<file path="src/rtl/alu_issue_stage_pkg.sv">
// rtl/alu_issue_stage_pkg.sv - ALU opcode, aluOp class and issue entry types.
package ControlSignals;

  typedef enum logic [3:0] {
    OP_ADD = 4'd0,
    OP_SUB = 4'd1,
    OP_AND = 4'd2,
    OP_OR  = 4'd3
  } Alu_Operation_t;

  localparam logic [1:0] ALUOP_MEM    = 2'b00;
  localparam logic [1:0] ALUOP_BRANCH = 2'b01;
  localparam logic [1:0] ALUOP_RTYPE  = 2'b10;
  localparam logic [1:0] ALUOP_ITYPE  = 2'b11;

  localparam logic [2:0] F3_ADD = 3'b000;
  localparam logic [2:0] F3_OR  = 3'b110;
  localparam logic [2:0] F3_AND = 3'b111;

  typedef struct packed {
    logic [63:0]    op1;
    logic [63:0]    op2;
    Alu_Operation_t opcode;
    logic           illegal;
  } issue_entry_t;

  typedef enum logic [1:0] {
    ST_EMPTY = 2'd0,
    ST_ONE   = 2'd1,
    ST_TWO   = 2'd2
  } issue_state_t;

  localparam issue_entry_t ENTRY_RESET = '{op1: 64'd0, op2: 64'd0, opcode: OP_ADD, illegal: 1'b0};

endpackage

</file>
<file path="src/rtl/alu_issue_stage_decoder.sv">
// rtl/alu_issue_stage_decoder.sv - combinational aluOp/funct to ALU opcode decode.
module alu_op_decoder
  import ControlSignals::*;
(
  input  logic [1:0]     aluOp_in,
  input  logic [2:0]     funct3_in,
  input  logic           funct7b5_in,
  output Alu_Operation_t opcode_out,
  output logic           illegal_out
);

  always_comb begin
    opcode_out  = OP_ADD;
    illegal_out = 1'b0;
    case (aluOp_in)
      ALUOP_MEM:    opcode_out = OP_ADD;
      ALUOP_BRANCH: opcode_out = OP_SUB;
      default: begin
        // funct7b5 only selects SUB for R-type; I-type ADDI ignores it
        case (funct3_in)
          F3_ADD:  opcode_out = (aluOp_in == ALUOP_RTYPE && funct7b5_in) ? OP_SUB : OP_ADD;
          F3_AND:  opcode_out = OP_AND;
          F3_OR:   opcode_out = OP_OR;
          default: illegal_out = 1'b1;
        endcase
      end
    endcase
  end

endmodule

</file>
<file path="src/rtl/alu_issue_stage.sv">
// rtl/alu_issue_stage.sv - two-entry skid issue stage feeding the ALU.
module alu_issue_stage
  import ControlSignals::*;
(
  input  logic           clk_in,
  input  logic           reset_in,
  input  logic           flush_in,
  input  logic           valid_in,
  output logic           ready_out,
  input  logic [63:0]    rs1Data_in,
  input  logic [63:0]    rs2Data_in,
  input  logic [63:0]    imm_in,
  input  logic           aluSrc_in,
  input  logic [1:0]     aluOp_in,
  input  logic [2:0]     funct3_in,
  input  logic           funct7b5_in,
  output logic [63:0]    operand1_out,
  output logic [63:0]    operand2_out,
  output Alu_Operation_t aluOpcode_out,
  output logic           valid_out,
  input  logic           ready_in,
  output logic           illegal_out
);

  issue_state_t   r_state;
  issue_entry_t   r_main;
  issue_entry_t   r_skid;
  logic           r_ready;
  logic           r_valid;

  Alu_Operation_t w_opcode;
  logic           w_illegal;
  issue_entry_t   w_new;
  logic           w_accept;
  logic           w_drain;

  alu_op_decoder u_decoder (
    .aluOp_in    (aluOp_in),
    .funct3_in   (funct3_in),
    .funct7b5_in (funct7b5_in),
    .opcode_out  (w_opcode),
    .illegal_out (w_illegal)
  );

  assign w_new = '{op1:     rs1Data_in,
                   op2:     aluSrc_in ? imm_in : rs2Data_in,
                   opcode:  w_opcode,
                   illegal: w_illegal};

  assign w_accept = valid_in & r_ready;
  assign w_drain  = r_valid & ready_in;

  always_ff @(posedge clk_in) begin
    if (reset_in || flush_in) begin
      r_state <= ST_EMPTY;
      r_main  <= ENTRY_RESET;
      r_skid  <= ENTRY_RESET;
      r_ready <= 1'b1;
      r_valid <= 1'b0;
    end else begin
      case (r_state)
        ST_EMPTY: begin
          if (w_accept) begin
            r_main  <= w_new;
            r_state <= ST_ONE;
            r_valid <= 1'b1;
          end
        end
        ST_ONE: begin
          if (w_accept && !w_drain) begin
            r_skid  <= w_new;
            r_state <= ST_TWO;
            r_ready <= 1'b0;
          end else if (w_drain && !w_accept) begin
            r_state <= ST_EMPTY;
            r_valid <= 1'b0;
          end else if (w_accept && w_drain) begin
            r_main <= w_new;
          end
        end
        ST_TWO: begin
          // ready is low here, so only a drain can move the state
          if (w_drain) begin
            r_main  <= r_skid;
            r_state <= ST_ONE;
            r_ready <= 1'b1;
          end
        end
        default: begin
          r_state <= ST_EMPTY;
          r_ready <= 1'b1;
          r_valid <= 1'b0;
        end
      endcase
    end
  end

  assign ready_out     = r_ready;
  assign valid_out     = r_valid;
  assign operand1_out  = r_main.op1;
  assign operand2_out  = r_main.op2;
  assign aluOpcode_out = r_main.opcode;
  assign illegal_out   = r_main.illegal;

endmodule

</file>
<file path="config.mk">
export PLATFORM = sky130hd
export DESIGN_NAME = alu_issue_stage
export DESIGN_NICKNAME = d
export VERILOG_FILES = /design/src/rtl/alu_issue_stage_pkg.sv /design/src/rtl/alu_issue_stage_decoder.sv /design/src/rtl/alu_issue_stage.sv
export SDC_FILE = /design/constraint.sdc
export NUM_CORES = 1
export LEC_CHECK = 0
export CORE_MARGIN = 1.5
export CORE_UTILIZATION = 35
export CTS_CLUSTER_SIZE = 12
export DETAILED_ROUTE_END_ITERATION = 6
export PLACE_DENSITY_LB_ADDON = 0.3
export SLEW_MARGIN = 5
export SYNTH_ARGS = -nofsm -noshare
export SYNTH_HDL_FRONTEND = slang
export SYNTH_SLANG_ARGS = --single-unit
</file>
<file path="constraint.sdc">
create_clock -name clk_in -period 2.1 [get_ports clk_in]
set_input_delay 0.42 -clock clk_in [delete_from_list [all_inputs] [get_ports clk_in]]
set_output_delay 0.42 -clock clk_in [all_outputs]
set_load 0.005 [all_outputs]
</file>
# After elaboration in Yosys (flattened, before gate mapping)
# Index checks and enable logic that the tools add are counted.
# op_classes
n_reduce_logical,18
mux,24
eq_ne,14
n_bitwise,4
# ops
cell,n
133-bit 2-to-1 mux,5
133-bit case mux with 3 select lines,1
64-bit 2-to-1 mux,1
"2-bit inequality test, second input constant",7
4-bit case mux with 3 select lines,1
1-bit 2-to-1 mux,8
2-bit 2-to-1 mux,4
4-bit case mux with 2 select lines,1
"3-bit equality test, second input constant",2
1-bit case mux with 3 select lines,2
2-bit case mux with 3 select lines,1
3-bit AND reduction,2
6-bit AND reduction,1
"2-bit by 1-bit equality test with 1-bit output, second input constant",2
"2-bit equality test, second input constant",2
1-bit logical AND,4
2-bit zero test,2
4-bit AND reduction,1
3-bit zero test,1
"3-bit inequality test, second input constant",1
3-bit nonzero test,1
3-bit OR reduction,1
1-bit bitwise AND,2
1-bit zero test,2
other kinds (4),5
# totals
register_bits,270
input_bits,204

# Logic depth before layout (Yosys ltp)
# depth
ltp_word,9
depth_mapped,10
mapped_depth_nobuf,7

# Cells and area by module
# Synthesis repeated with hierarchy kept, for this count alone.
# unflattened
hier_cells,1316
hier_area_um2,11493.5
# modules_own_cells
mod,area_each_um2,cells_per_inst,instances
alu_issue_stage,11419.7,1304,1
alu_op_decoder,73.8,12,1

# Least setup slack after synthesis
# OpenSTA, ideal clock, no wires.
# synth_path
path_type,input to register
startpoint,input port valid_in
endpoint,register r_main (netlist bit operand1_out[53])
arrival_ps,1789
path_slack_ps,221
n_path_buf,3
stages,10
cell_sequence,nand2_1 > inv_1 > ha_1 > nor2_1 > and3_1 > buf_2 > buf_4 > buf_4 > nor3_1 > a311oi_1
# synth_between
elab_chain_len,5
elab_cells_between_ends,10
# synth_rtl
element,line,source
"start, declared",alu_issue_stage.sv:8,"input logic valid_in,"
1-bit bitwise AND *,alu_issue_stage.sv:50,assign w_accept = valid_in & r_ready;
1-bit zero test,alu_issue_stage.sv:74,end else if (w_drain && !w_accept) begin
1-bit logical AND,alu_issue_stage.sv:74,
2-bit inequality test (no source line),--,
6-bit AND reduction (no source line) *,--,
"end signal, assigned",alu_issue_stage.sv:64,r_main <= w_new;
"end signal, assigned",alu_issue_stage.sv:78,r_main <= w_new;
"end signal, assigned",alu_issue_stage.sv:84,r_main <= r_skid;
"end, declared",alu_issue_stage.sv:26,issue_entry_t r_main;
# Every way passes the cells marked *; elsewhere a longest branch is shown, timed or not.
# A chain may end at the register's enable or synchronous reset.

# Worst setup path after layout
# layout_path
startpoint,register r_ready (netlist: ready_out)
endpoint,output port ready_out
# layout_lines
element,line,source
"start, declared",alu_issue_stage.sv:28,logic r_ready;
"start signal, assigned",alu_issue_stage.sv:58,r_ready <= 1'b1;
"start signal, assigned",alu_issue_stage.sv:73,r_ready <= 1'b0;
"start signal, assigned",alu_issue_stage.sv:86,r_ready <= 1'b1;
"end, declared",alu_issue_stage.sv:9,"output logic ready_out,"
# No word-level cell between the ends.

==> impl_results.md <==
- Maximum buffer depth of the clock tree: 3
- CTS tree: done
- Die height: 183.0 um
- Required @ worst endpoint: 1.68 ns
- Synthesized area per cell: 8.274 um^2
- N_diodes: 0
- Synth warn: 0
- Crit Path Max Fanout: 4
- Post-Place Worst Slack: -0.3285 ns
- Area of the mapped netlist: 11,340 um^2
- Rows: 65
- Setup tns final: 0 ns
- WHS Endpoint: r_skid[69]
- Vias: 11,160
- Tcrit/Tclk final: 91.86%
- Die ar.: 33,500 um^2
- Layout area overhead: 45.72%
- Worst-skew pair later-pin latency: 0.54 ns
- Worst-path clk slew: 0.06 ns
- Slew Viols, Final: 0
- R2R Setup Slk: 0.20 ns
- Die width: 183.0 um
- First-pass GRT wire length: 56.22 mm
- Drt pass-1 iters: 5
- Io pins: 339
- Kind of end point of the critical path: primary output
- Vias in the first global route: 10,500
- Global route overflow: 0
- Post-CTS sizing: 0
- Maximum VDD drop: 502.3 uV
- CP top delay family: buffers and inverters
- Core area: 31,720 um^2
- Lkg Pwr: 5.972 nW
- Hold depth: 2
- Layout cells sized above 1: 7.546%
- Setup violators final: 0
- Syn Inst Count: 1,371
- Post-CTS Repair Setup Buffers: 0
- Layout Nets: 1,871
- Reg-to-Reg End: operand1_out[25]
- Outcome: finished clean
- Post-synth EDFFs: 0
- GP Congestion: 0.7703
- Initial antenna violation count: 0
- Residual DRC: 0
- Worst Hold Launch: r_skid[69]
- FMAX: 0.5184 GHz
- Worst-path cell chain: clkdlybuf4s50_1
- Dpl hpwl: 23.42 mm
- Startpoint Class: flop
- Starting Density: 35.76%
- MaxCap Viol Count: 0
- Largest net degree at the start of global routing: 103
- Minimum clock period: 1.929 ns
- Post-route cell area: 16,530 um^2
- Total wire length: 35.18 mm
- Hold Vio Cnt, Final: 0
- Clock Sinks: 266
- Non-filler cells, final: 2,085
- RSZ-0062 raised after global routing: false
- Crit path buf inv count: 1
- Main synth FF type: dfxtp_1
- Power per cell area: 726.7 nW/um^2
- Iteration-0 DRC Markers: 927
- Slowest Stage Delay on Critical Path: 0.58 ns
- Hold Buf Count CTS: 0
- Reg2reg start: ready_out
- Most frequent cells in the layout: clkdlybuf4s50_1, nand2_1, dfxtp_1
- IO Port Bufs: 336
- Total CTS buffers: 29
- Setup ws final: 0.1709 ns
- # placed instances: 2,035
- Sequential cell area fraction in the yosys report: 46.94%
- DP Area: 15,570 um^2
- DR vias/cell: 5.354
- Fin Clk Skew: 0.01353 ns
- Post-synthesis async set-or-reset flop share: 0%
- Post-route antenna net violation count: 0
- Critical setup path kind: reg -> out
- GRT Total Usage: 20.46%
- Post-DR wirelength/cell: 16.87 um
- Worst EP arrival: 1.51 ns
- CTS H-tree depth: 1
- CP max stage cell: clkdlybuf4s50_1
- Worst reg2reg path depth: 8
- Yosys cell types: 38
- Most common cell after layout, fill and taps aside: clkdlybuf4s50_1
- FF+latch count, synth: 266
- Worst hold path class: reg -> reg
- Clock root buffer: clkbuf_16
==> metal layers <==
metal,up-vias,GRT usage [%],wire (um)
li1,5489,-,-
met1,5207,28.13,15510
met2,414,32.44,15980
met3,54,4.488,2959
met4,0,5.279,719
met5,-,0,0
==> worst max-delay path by stage <==
stage               startpoint                to  slack [ns]  cells past startpoint
floorplan             valid_in  operand1_out[53]        0.22                     10
global placement      ready_in  operand1_out[58]       -0.25                      8
detailed placement    ready_in  operand1_out[58]       -0.33                      8
CTS                  ready_out         ready_out        0.14                      1
global route         ready_out  operand1_out[51]        0.03                      8
finish               ready_out         ready_out        0.17                      1
==> flip-flops by register name, indices dropped and copies added (netlist names) <==
name,flops
operand1_out,64
ready_out,1
operand2_out,64
aluOpcode_out,2
r_skid,131
r_state,2
valid_out,1
illegal_out,1
==> metrics by stage <==
stage	hold slack [ns]	util [%]	total power [mW]
after global placement	0.4416	49.10	7.013
after detailed placement	0.4465	49.10	7.036
after floorplan	0.4366	-	6.083
final	0.4531	52.11	12.01
after global routing	0.4688	52.11	12.52
after CTS	0.4349	52.11	12.16
==> power by group <==
group	internal (mW)	switching, mW	leakage (nW)
clock	3.07	2.02	0.469
combinational	0.907	0.743	3.35
sequential	5.19	0.0832	2.16
==> final cells by class <==
class / count / area (um^2)
clock buffer: 44 / 872.1
sequential: 266 / 5325
tap: 402 / 503.0
clock inverter: 6 / 82.58
multi-input combinational: 958 / 5383
fill: 2954 / 15190
inverter: 2 / 7.507
timing repair buffer: 407 / 4357
==> logic make-up after synthesis <==
| kind of cell | synth area share [%] |
|---|---|
| simple gates | 20.16 |
| compound gates | 20.84 |
| flops | 46.94 |
| buf+inv | 5.956 |
| mux | 5.736 |
| fa+ha+maj | 0.3309 |
| other cells | 0.03306 |
==> cells in the mapped netlist (2+ instances only) <==
cell type	count	area share [%]
mux2i_1	65	5.7
clkbuf_1	74	2.4
nand4_1	4	0.22
o221ai_1	64	4.9
a311oi_1	65	5.0
buf_4	12	0.79
ha_1	3	0.33
buf_2	60	2.6
nor2_1	70	2.3
inv_1	2	0.066
a21oi_1	133	5.9
nand2_1	332	11
nor3_1	66	2.9
o21ai_1	2	0.088
nand3_1	65	2.9
dfxtp_1	266	47
a211oi_1	64	4.2
nand2b_1	4	0.22
Note: power is estimated with default switching activity, not from simulation.
